**src/rtl/sketch_control.sv**
```systemverilog
// sketch_control: sequences screen clear sweep and timed move/plot loop for the etch-a-sketch datapath
module sketch_control #(
  parameter int          SCREEN_W   = 160,
  parameter int          SCREEN_H   = 120,
  parameter logic [25:0] MOVE_LIMIT = 26'd2_500_000,
  parameter logic [2:0]  BG_COLOUR  = 3'b000
) (
  input  logic        clk,
  input  logic        reset,
  input  logic        clear_req,
  input  logic        fast,
  input  logic [2:0]  pen_colour,
  input  logic        timer_done,
  input  logic [7:0]  xpos,
  input  logic [7:0]  ypos,
  output logic        timer_en,
  output logic [25:0] timer_limit,
  output logic        pos_en,
  output logic        plot,
  output logic [7:0]  vga_x,
  output logic [6:0]  vga_y,
  output logic [2:0]  colour,
  output logic        busy
);
  localparam logic [2:0] START  = 3'd0;
  localparam logic [2:0] CLEAR  = 3'd1;
  localparam logic [2:0] WAIT   = 3'd2;
  localparam logic [2:0] MOVE   = 3'd3;
  localparam logic [2:0] SETTLE = 3'd4;
  localparam logic [2:0] PLOT   = 3'd5;
  localparam logic [7:0] X_MAX  = 8'(SCREEN_W - 1);
  localparam logic [6:0] Y_MAX  = 7'(SCREEN_H - 1);

  logic [2:0] state, next;
  logic [7:0] cx;
  logic [6:0] cy;
  logic       clear_pending, clear_req_d;
  logic       last_x, last_y, rise;
  logic       unused_ypos;

  assign unused_ypos = ypos[7];
  assign last_x      = cx == X_MAX;
  assign last_y      = cy == Y_MAX;
  assign rise        = clear_req & ~clear_req_d;
  assign timer_limit = fast ? (MOVE_LIMIT >> 2) : MOVE_LIMIT;

  always_comb begin
    next = START;
    case (state)
      START:   next = CLEAR;
      CLEAR:   next = (last_x && last_y) ? WAIT : CLEAR;
      WAIT:    next = clear_pending ? CLEAR : timer_done ? MOVE : WAIT;
      MOVE:    next = SETTLE;
      SETTLE:  next = PLOT;
      PLOT:    next = WAIT;
      default: next = START;
    endcase
  end

  always_ff @(posedge clk or negedge reset) begin
    if (!reset) begin
      state         <= START;
      cx            <= '0;
      cy            <= '0;
      clear_pending <= 1'b0;
      clear_req_d   <= 1'b0;
    end else begin
      state       <= next;
      clear_req_d <= clear_req;
      if (next == CLEAR && state != CLEAR)
        clear_pending <= 1'b0;
      else if (rise && state != START && state != CLEAR)
        clear_pending <= 1'b1;
      if (state == CLEAR) begin
        cx <= last_x ? '0 : cx + 8'd1;
        if (last_x) cy <= last_y ? '0 : cy + 7'd1;
      end
    end
  end

  always_comb begin
    plot     = state == CLEAR || state == PLOT;
    busy     = state == START || state == CLEAR;
    timer_en = state == WAIT;
    pos_en   = state == MOVE;
    vga_x    = state == CLEAR ? cx : state == PLOT ? xpos : '0;
    vga_y    = state == CLEAR ? cy : state == PLOT ? ypos[6:0] : '0;
    colour   = state == CLEAR ? BG_COLOUR : state == PLOT ? pen_colour : '0;
  end
endmodule

```
**config.mk**
```make
export PLATFORM = sky130hd
export DESIGN_NAME = sketch_control
export DESIGN_NICKNAME = d
export VERILOG_FILES = /design/src/rtl/sketch_control.sv
export SDC_FILE = /design/constraint.sdc
export NUM_CORES = 1
export LEC_CHECK = 0
export CAP_MARGIN = 30
export CORE_MARGIN = 2
export CORE_UTILIZATION = 23
export CTS_CLUSTER_DIAMETER = 120
export DETAILED_ROUTE_END_ITERATION = 16
export DONT_BUFFER_PORTS = 1
export GPL_TIMING_DRIVEN = 0
export PLACE_DENSITY = 0.33
export SLEW_MARGIN = 20
export SYNTH_ARGS = -nofsm -noshare
export SYNTH_HDL_FRONTEND = slang
export SYNTH_SLANG_ARGS = --single-unit
```
**constraint.sdc**
```tcl
create_clock -name clk -period 5.2 [get_ports clk]
set_clock_uncertainty 0.1 [all_clocks]
set_input_delay 0.52 -clock clk [delete_from_list [all_inputs] [get_ports clk]]
set_output_delay 0.52 -clock clk [all_outputs]
set_load 0.03 [all_outputs]
```
======== Yosys cells after proc, flatten, opt, wreduce, memory -nomap -nowiden ========
Cells that the tools add are included.
word-level totals
  bits in registers ....................... 20
  bits of input ports ..................... 24
  output and inout port bits .............. 48
  logic and storage cells ................. 43
cells by class
  add/sub/neg operators ................... 2
  equal/unequal tests ..................... 9
  muxes and demuxes ....................... 15
  bitwise operators ....................... 2
  reduce and logical (&&, ||, !) cells .... 10
operator list
  operator                                             number
  two-way mux 8 bit                                    3
  two-way mux 22 bit                                   1
  two-way mux 7 bit                                    3
  case mux 3 bit (6 select lines)                      1
  adder 8 x 1 -> 8 bit, second input constant          1
  equality test 8 bit, second input constant           1
  adder 7 x 1 -> 7 bit, second input constant          1
  equality test 7 bit, second input constant           1
  equality test 3 x 1 -> 1 bit, second input constant  2
  equality test 3 x 2 -> 1 bit, second input constant  2
  equality test 3 bit, second input constant           2
  two-way mux 3 bit                                    2
  logical AND 1 bit                                    4
  two-way mux 2 bit                                    2
  logical NOT 3 bit                                    1
  two-way mux 1 bit                                    3
  != test 3 x 1 -> 1 bit, second input constant        1
  nonzero test 3 bit                                   1
  logical OR 1 bit                                     2
  AND reduction 2 bit                                  1
  nonzero test 2 bit                                   1
  AND 1 bit                                            1
  NOT 1 bit                                            1

======== Logic depth before layout (Yosys ltp) ========
Gate-level depths: netlist of run 1.
  depth after elaboration ................. 7
  depth in mapped cells ................... 6
  gate-level depth less buffers ........... 5

======== Worst setup path before layout of run 1 ========
OpenSTA, ideal clock, no wires.
  path kind ............................... reg2out
  from .................................... register state[2]
  to ...................................... output port vga_x[0]
  data arrival time ....................... 1.693 ns
  required time ........................... 4.580 ns
  setup slack ............................. 2.887 ns
  cell stages (with the launch flop) ...... 5
  buffers on the path ..................... 2
  path through ............................ dfrtp_1 clkbuf_1 clkbuf_1 mux2i_1 nor2_1
on the way
  longest elaborated chain between the ends .. 3
  elaborated cells between the ends (all ways) .. 4
  classes of those cells .................. eq/ne: 2; mux: 2
ends and longest elaborated chain
  what                    RTL line  text
  from (decl)             34        logic [2:0] state, next;
  from (signal assigned)  68        state <= next;
  equality test 3 bit     86        vga_x = state == CLEAR ? cx : state == PLOT ? xpos : '0;
  two-way mux 8 bit       86
  two-way mux 8 bit *     86
  to (decl)               20        output logic [7:0] vga_x,
Every way passes the cells marked *; elsewhere a longest branch is shown, timed or not.

======== Worst setup path after layout of run 1 ========
  from .................................... register state[2]
  to ...................................... output port vga_x[7]
The elaborated chain is that of the path after synthesis.

==> results.toml, run 1 <==
[route]
drt_iter0_drc = 35
dr_wl_met2_um = 1663
post-route-drc-count = 0
routed_wl_um = 3385
top_layer_used = "met4"
dr.pass1.iters = 4
wl_met1_um = 1520
vias = 1123
via_per_inst = 4.421
routedWlPerCell_um = 13.33
ant_nets = 0
wl_met3_um = 172

[floorplan]
io_pins = 72
fp.dieH_um = 83.06
dieArea_um2 = 6899
std_cell_rows = 28
core_um2 = 5991
start_util = 0.2400
die_w_um = 83.06

[timing]
worstMarginPinSlew_ns = 0.7454
finalCriticalPeriod_ns = 2.950
fin_setup_tns_ns = 0
setup_viol = 0
fmax_mhz = 339.0
finalCritPeriodShare = 0.5672
rsz0062_at_grt = "no"
drv_slew = 0
hold_viol_final = 0
relSlewSlack = 0.4989

[setup_path]
path_class = "flop to output port"
ff2ff_path_depth = 5
crit_arrival_ns = 2.33
cp_max_fo = 10
cp.required_ns = 4.58
end_kind = "output port"
cp-start-kind = "flop"

[yosys]
ys.flop_type = "dfrtp_1"
yosys_warnings = 0
syn-instance-count = 161
syn_area_um2 = 1438
synthArstFlopShare = 1.000
ys_seq_area_frac = 0.3481
synth-edff-count = 0
synth_cell_types = 35
ys_seq_elements = 20
avgSynthCellArea_um2 = 8.929

[final_layout]
fin_cells = 254
finalNetCount = 206
layout_commonest_cell = "buf_4"
final_cell_mix = "buf_4 (25), nor2_1 (24), dfrtp_1 (20), mux2i_1 (15), conb_1 (14)"
syn2layout_area_growth_pct = 15.32
drive_gt1_frac = 0.2067
diodes = 0

[placement]
numPortBuffers = 0
dp_hpwl_um = 2648
gp_congestion = 0.6861
dp.cells = 249

[clock_network]
cts_resized = 0
numCtsBuffers = 3
clock_latency_ns = 0.26
path_clk_slew_ns = 0.08
clk_path_buf_depth = 2
cts_tree = "done"
ctsHtreeMaxLevel = 1
cts_root_buf = "clkbuf_8"
cts_sinks = 20

[power]
powerDensity_nw_per_um2 = 215.7
p_leak_nw = 0.7647
ir_drop_v = 0.0001215

[global_route]
antenna_found_initial = 0
grt-ovfl-total = 0
grt_pass1_vias = 1052
grtUsageTotal = 0.09771
grt_max_degree = 21
grt_first_pass_wirelength_um = 5464

[flow_run]
cap_violations = 0

[outcome]
status = "complete, no violations"

[min_path]
hold_class = "primary input to async pin"
-- path summary, 6_finish.rpt --
path                       slack (ns)           from       endpoint
max                              2.25       state[2]       vga_x[7]
min                              0.10          reset          cx[2]
max reg2reg                      2.95       state[1]          cy[3]
min reg2reg                      0.41  clear_pending  clear_pending
max in group asynchronous        4.56          reset  clear_pending
min in group clk                 0.19      clear_req    clear_req_d
-- cell type report --
class | instances | area, um^2
flip-flops and latches | 20 | 500.5
inverters | 5 | 18.77
plain buffers | 31 | 211.5
multi-input cells | 117 | 752.0
clock buffers | 3 | 41.29
fillers | 639 | 4333
repair buffers | 2 | 10.01
clock inverters | 1 | 30.03
well taps | 75 | 93.84
-- cell families (layout without fill, tap and decap cells) --
family	Yosys count	after routing	share of synthesized area
AND/OR/NAND/NOR	62	62	0.2350
buffers and inverters	36	42	0.1601
flip-flops	20	20	0.3481
multiplexers	18	18	0.1279
AO/OA/AOI/OAI	14	14	0.06354
XOR/XNOR	7	7	0.04265
adder cells (fa/ha/maj)	2	2	0.01740
other	2	14	0.005224
-- sequential cells by signal (all words and copies together), names as in the netlist --
name           cells
clear_pending      1
cx                 8
clear_req_d        1
state              3
cy                 7
-- metal layers --
layer	vias up	GRT usage
li1	546	-
met1	534	0.1307
met5	-	0
met4	0	0.02981
met2	41	0.1642
met3	2	0.01193
-- what timing repair did --
item	4_1_cts	5_1_grt
hold endpoints to repair	20	0
setup buffers	0	0
hold buffers	1	0
endpoints found under the setup margin	0	0
-- power by group --
part,internal [mW],switching [mW]
sequential,0.156,0.000570
clock,0.103,0.0545
combinational,0.0136,0.0300
total,0.272,0.0851
-- synth_stat cells, types with 3 or more instances --
master / n / area (um^2)
mux2_2: 3 / 33.78
nand4_1: 4 / 25.02
nor3b_1: 4 / 30.03
a21oi_1: 5 / 25.02
xor2_1: 3 / 26.28
and3_1: 5 / 31.28
mux2i_1: 15 / 150.1
inv_1: 5 / 18.77
nand3_1: 4 / 20.02
o21ai_0: 3 / 15.01
clkbuf_1: 3 / 11.26
dfrtp_1: 20 / 500.5
xnor2_1: 4 / 35.03
buf_4: 25 / 187.7
nand2_1: 9 / 33.78
nor2_1: 24 / 90.09
-- critical path, stage by stage (launching register included) --
cell and delay [ns]:
dfrtp_1 0.41, clkbuf_1 0.43, clkbuf_1 0.60, mux2i_1 0.16, nor2_1 0.46
-- metrics by stage --
stage	util	cell area (um^2)	worst slack, ns	power, mW	hold WS [ns]
5_1_grt	0.2767	1658	2.071	0.3730	0.1447
4_1_cts	0.2776	1663	2.191	0.3631	0.1846
3_3_place_gp	0.2632	1577	2.535	0.2000	0.1251
2_1_floorplan	-	1483	2.887	0.1991	0.1244
6_report	0.2767	1658	2.250	0.3576	0.1041
3_5_place_dp	0.2640	1582	2.508	0.1999	0.1251
Power figures use the tool's default switching activity.
==> inputs of run 2 (changes only) <==
ABC_AREA = 1   (was default)
PLACE_DENSITY = 0.34   (was 0.33)
clock period = 2.64 ns   (was 5.2 ns; I/O delays follow)
==> results.toml, run 2 <==
[clock_network]
path_clk_slew_ns = 0.09
cts_tree = "done"
cts_resized = 0
cts_root_buf = "clkbuf_8"
clock_latency_ns = 0.27
numCtsBuffers = 3
ctsHtreeMaxLevel = 1
clk_path_buf_depth = 2
post_cts_buffers = 0
hold_buffers = 2
cts_sinks = 20

[final_layout]
seqCellArea_um2 = 500.5
final_cell_mix = "nand2_1 (36), inv_1 (29), buf_4 (25), dfrtp_1 (20)"
layout_commonest_cell = "nand2_1"
reg_top3 = "cx: 8 flops, cy: 7 flops, state: 3 flops"
top_register = "cx"
largest_reg_flops = 8
final_util = 0.2751
syn2layout_area_growth_pct = 15.65
multi_input_area_um2 = 705.7
finalNetCount = 255
num-fill-cells = 724
diodes = 0
drive_gt1_frac = 0.2061

[yosys]
ys_top_cells_by_area = "dfrtp_1 (33%), buf_4 (12%), nand2_1 (8.9%)"
syn_area_um2 = 1519
synth_cell_types = 26
synthArstFlopShare = 1.000
ys_top_cells_by_count = "nand2_1 (36), inv_1 (29), buf_4 (25), dfrtp_1 (20)"
syn-instance-count = 209
yosys_warnings = 0
yosysMostFrequentCell = "nand2_1"
synth-edff-count = 0
ys_seq_elements = 20
ys.flop_type = "dfrtp_1"
yosys.area.top_type = "dfrtp_1"
yosys.area.top_type_share = 0.3295
avgSynthCellArea_um2 = 7.268
ys_seq_area_frac = 0.3295

[floorplan]
die_w_um = 85.27
dieArea_um2 = 7270
std_cell_rows = 29
start_util = 0.2379
fp.dieH_um = 85.27
io_pins = 72
core_um2 = 6386

[timing]
fin_setup_tns_ns = 0
hold_viol_final = 0
setup_viol = 0
worstMarginPinSlew_ns = 0.9353
rsz0062_at_grt = "no"
drv_slew = 0
relSlewSlack = 0.3699
finalCriticalPeriod_ns = 2.402
fin_ws_ns = 0.2383
fmax_mhz = 416.4
finalCritPeriodShare = 0.9097

[min_path]
holdPathStages = 3
hold_class = "primary input to flop"
worstHoldStart = "clear_req"
min_to = "clear_pending"

[power]
powerDensity_nw_per_um2 = 408.9
p_leak_nw = 0.8982
ir_drop_v = 0.0002421
power.total_uw = 718.3

[route]
drt_iter0_drc = 49
ant_nets = 0
dr_wl_met2_um = 1708
top_layer_used = "met4"
wl_met3_um = 249
via_per_inst = 4.295
post-route-drc-count = 0
dr.pass1.iters = 5
wl_met1_um = 1819
vias = 1310
routedWlPerCell_um = 12.50
routed_wl_um = 3811

[global_route]
grt_max_degree = 21
antenna_found_initial = 0
grt-ovfl-total = 0
grt_first_pass_wirelength_um = 6030
grtUsageTotal = 0.1048
grt_pass1_vias = 1160

[placement]
numPortBuffers = 0
pre_cts_ws_ns = 0.5287
gp_congestion = 0.7450
dp_hpwl_um = 2921

[setup_path]
rr_startpoint = "cy[0]"
cp_num_buf_inv = 3
path_class = "flop to output port"
cp-start-kind = "flop"
ff2ff_path_depth = 6
cp_slowest_stage_delay_ns = 0.79
crit_arrival_ns = 2.04
end_kind = "output port"
path_cells = "buf_6 -> inv_2 -> nand3_4 -> clkbuf_1 -> o21ai_0"
cp_top_family = "compound AO/OA/AOI/OAI gates"
cp_max_fo = 10
cp_slowest_cell = "o21ai_0"
worstReg2RegEnd = "cy[5]"
cp.required_ns = 2.28
reg2reg_slack_ns = 1.03

[flow_run]
cap_violations = 0

[outcome]
status = "complete, no violations"
run 2: logic make-up (layout without fill, tap and decap cells):
group / Yosys count / after routing / synth area share
compound gates: 29 / 29 / 0.1054
xor+xnor: 5 / 5 / 0.02884
fa+ha+maj: 2 / 2 / 0.01647
buf+inv: 64 / 71 / 0.2356
flops: 20 / 20 / 0.3295
other cells: 2 / 14 / 0.004944
simple gates: 87 / 87 / 0.2793
run 2: where the power goes:
part           total [mW]  internal [mW]  switching, mW
registers           0.307          0.307       0.000226
clock network       0.324          0.203          0.121
logic              0.0878         0.0280         0.0597
run 2: routing by layer:
layer | track usage | vias up
li1 | - | 662
met1 | 0.1452 | 593
met2 | 0.1690 | 51
met3 | 0.01848 | 4
met4 | 0.02597 | 0
met5 | 0 | -
run 2: worst max path at each step:
stage	start	endpoint	depth (start not counted)
2_1_floorplan	state[1]	vga_x[7]	5
3_3_place_gp	state[1]	vga_x[7]	5
3_5_place_dp	state[1]	vga_x[7]	5
4_1_cts	state[1]	vga_x[7]	5
5_1_grt	state[1]	vga_x[7]	5
6_report	state[1]	vga_x[7]	5
run 2: cell type report:
cell class,instances,share of cell area
plain buffers,30,0.1311
clock inverters,1,0.01709
clock buffers,3,0.02350
inverters,34,0.07265
flip-flops and latches,20,0.2849
repair buffers,3,0.01425
well taps,77,0.05484
multi-input cells,137,0.4017
run 2: worst register-to-register path, stage by stage (launching register included):
cell and delay, ns:
dfrtp_1 0.43, ha_1 0.27, nand3_1 0.10, nor2_1 0.24
inv_1 0.16, nand4_1 0.12, o21ai_0 0.08
run 2: per-stage QoR:
| stage | hold WS, ns | area, um^2 | std cells |
|---|---|---|---|
| floorplan | -0.1316 | 1564 | 221 |
| detailed placement | -0.1308 | 1660 | 298 |
| finish | 0.1768 | 1757 | 305 |
| CTS | 0.1774 | 1752 | 304 |
| global route | 0.1943 | 1757 | 305 |
| global placement | -0.1306 | 1660 | 298 |
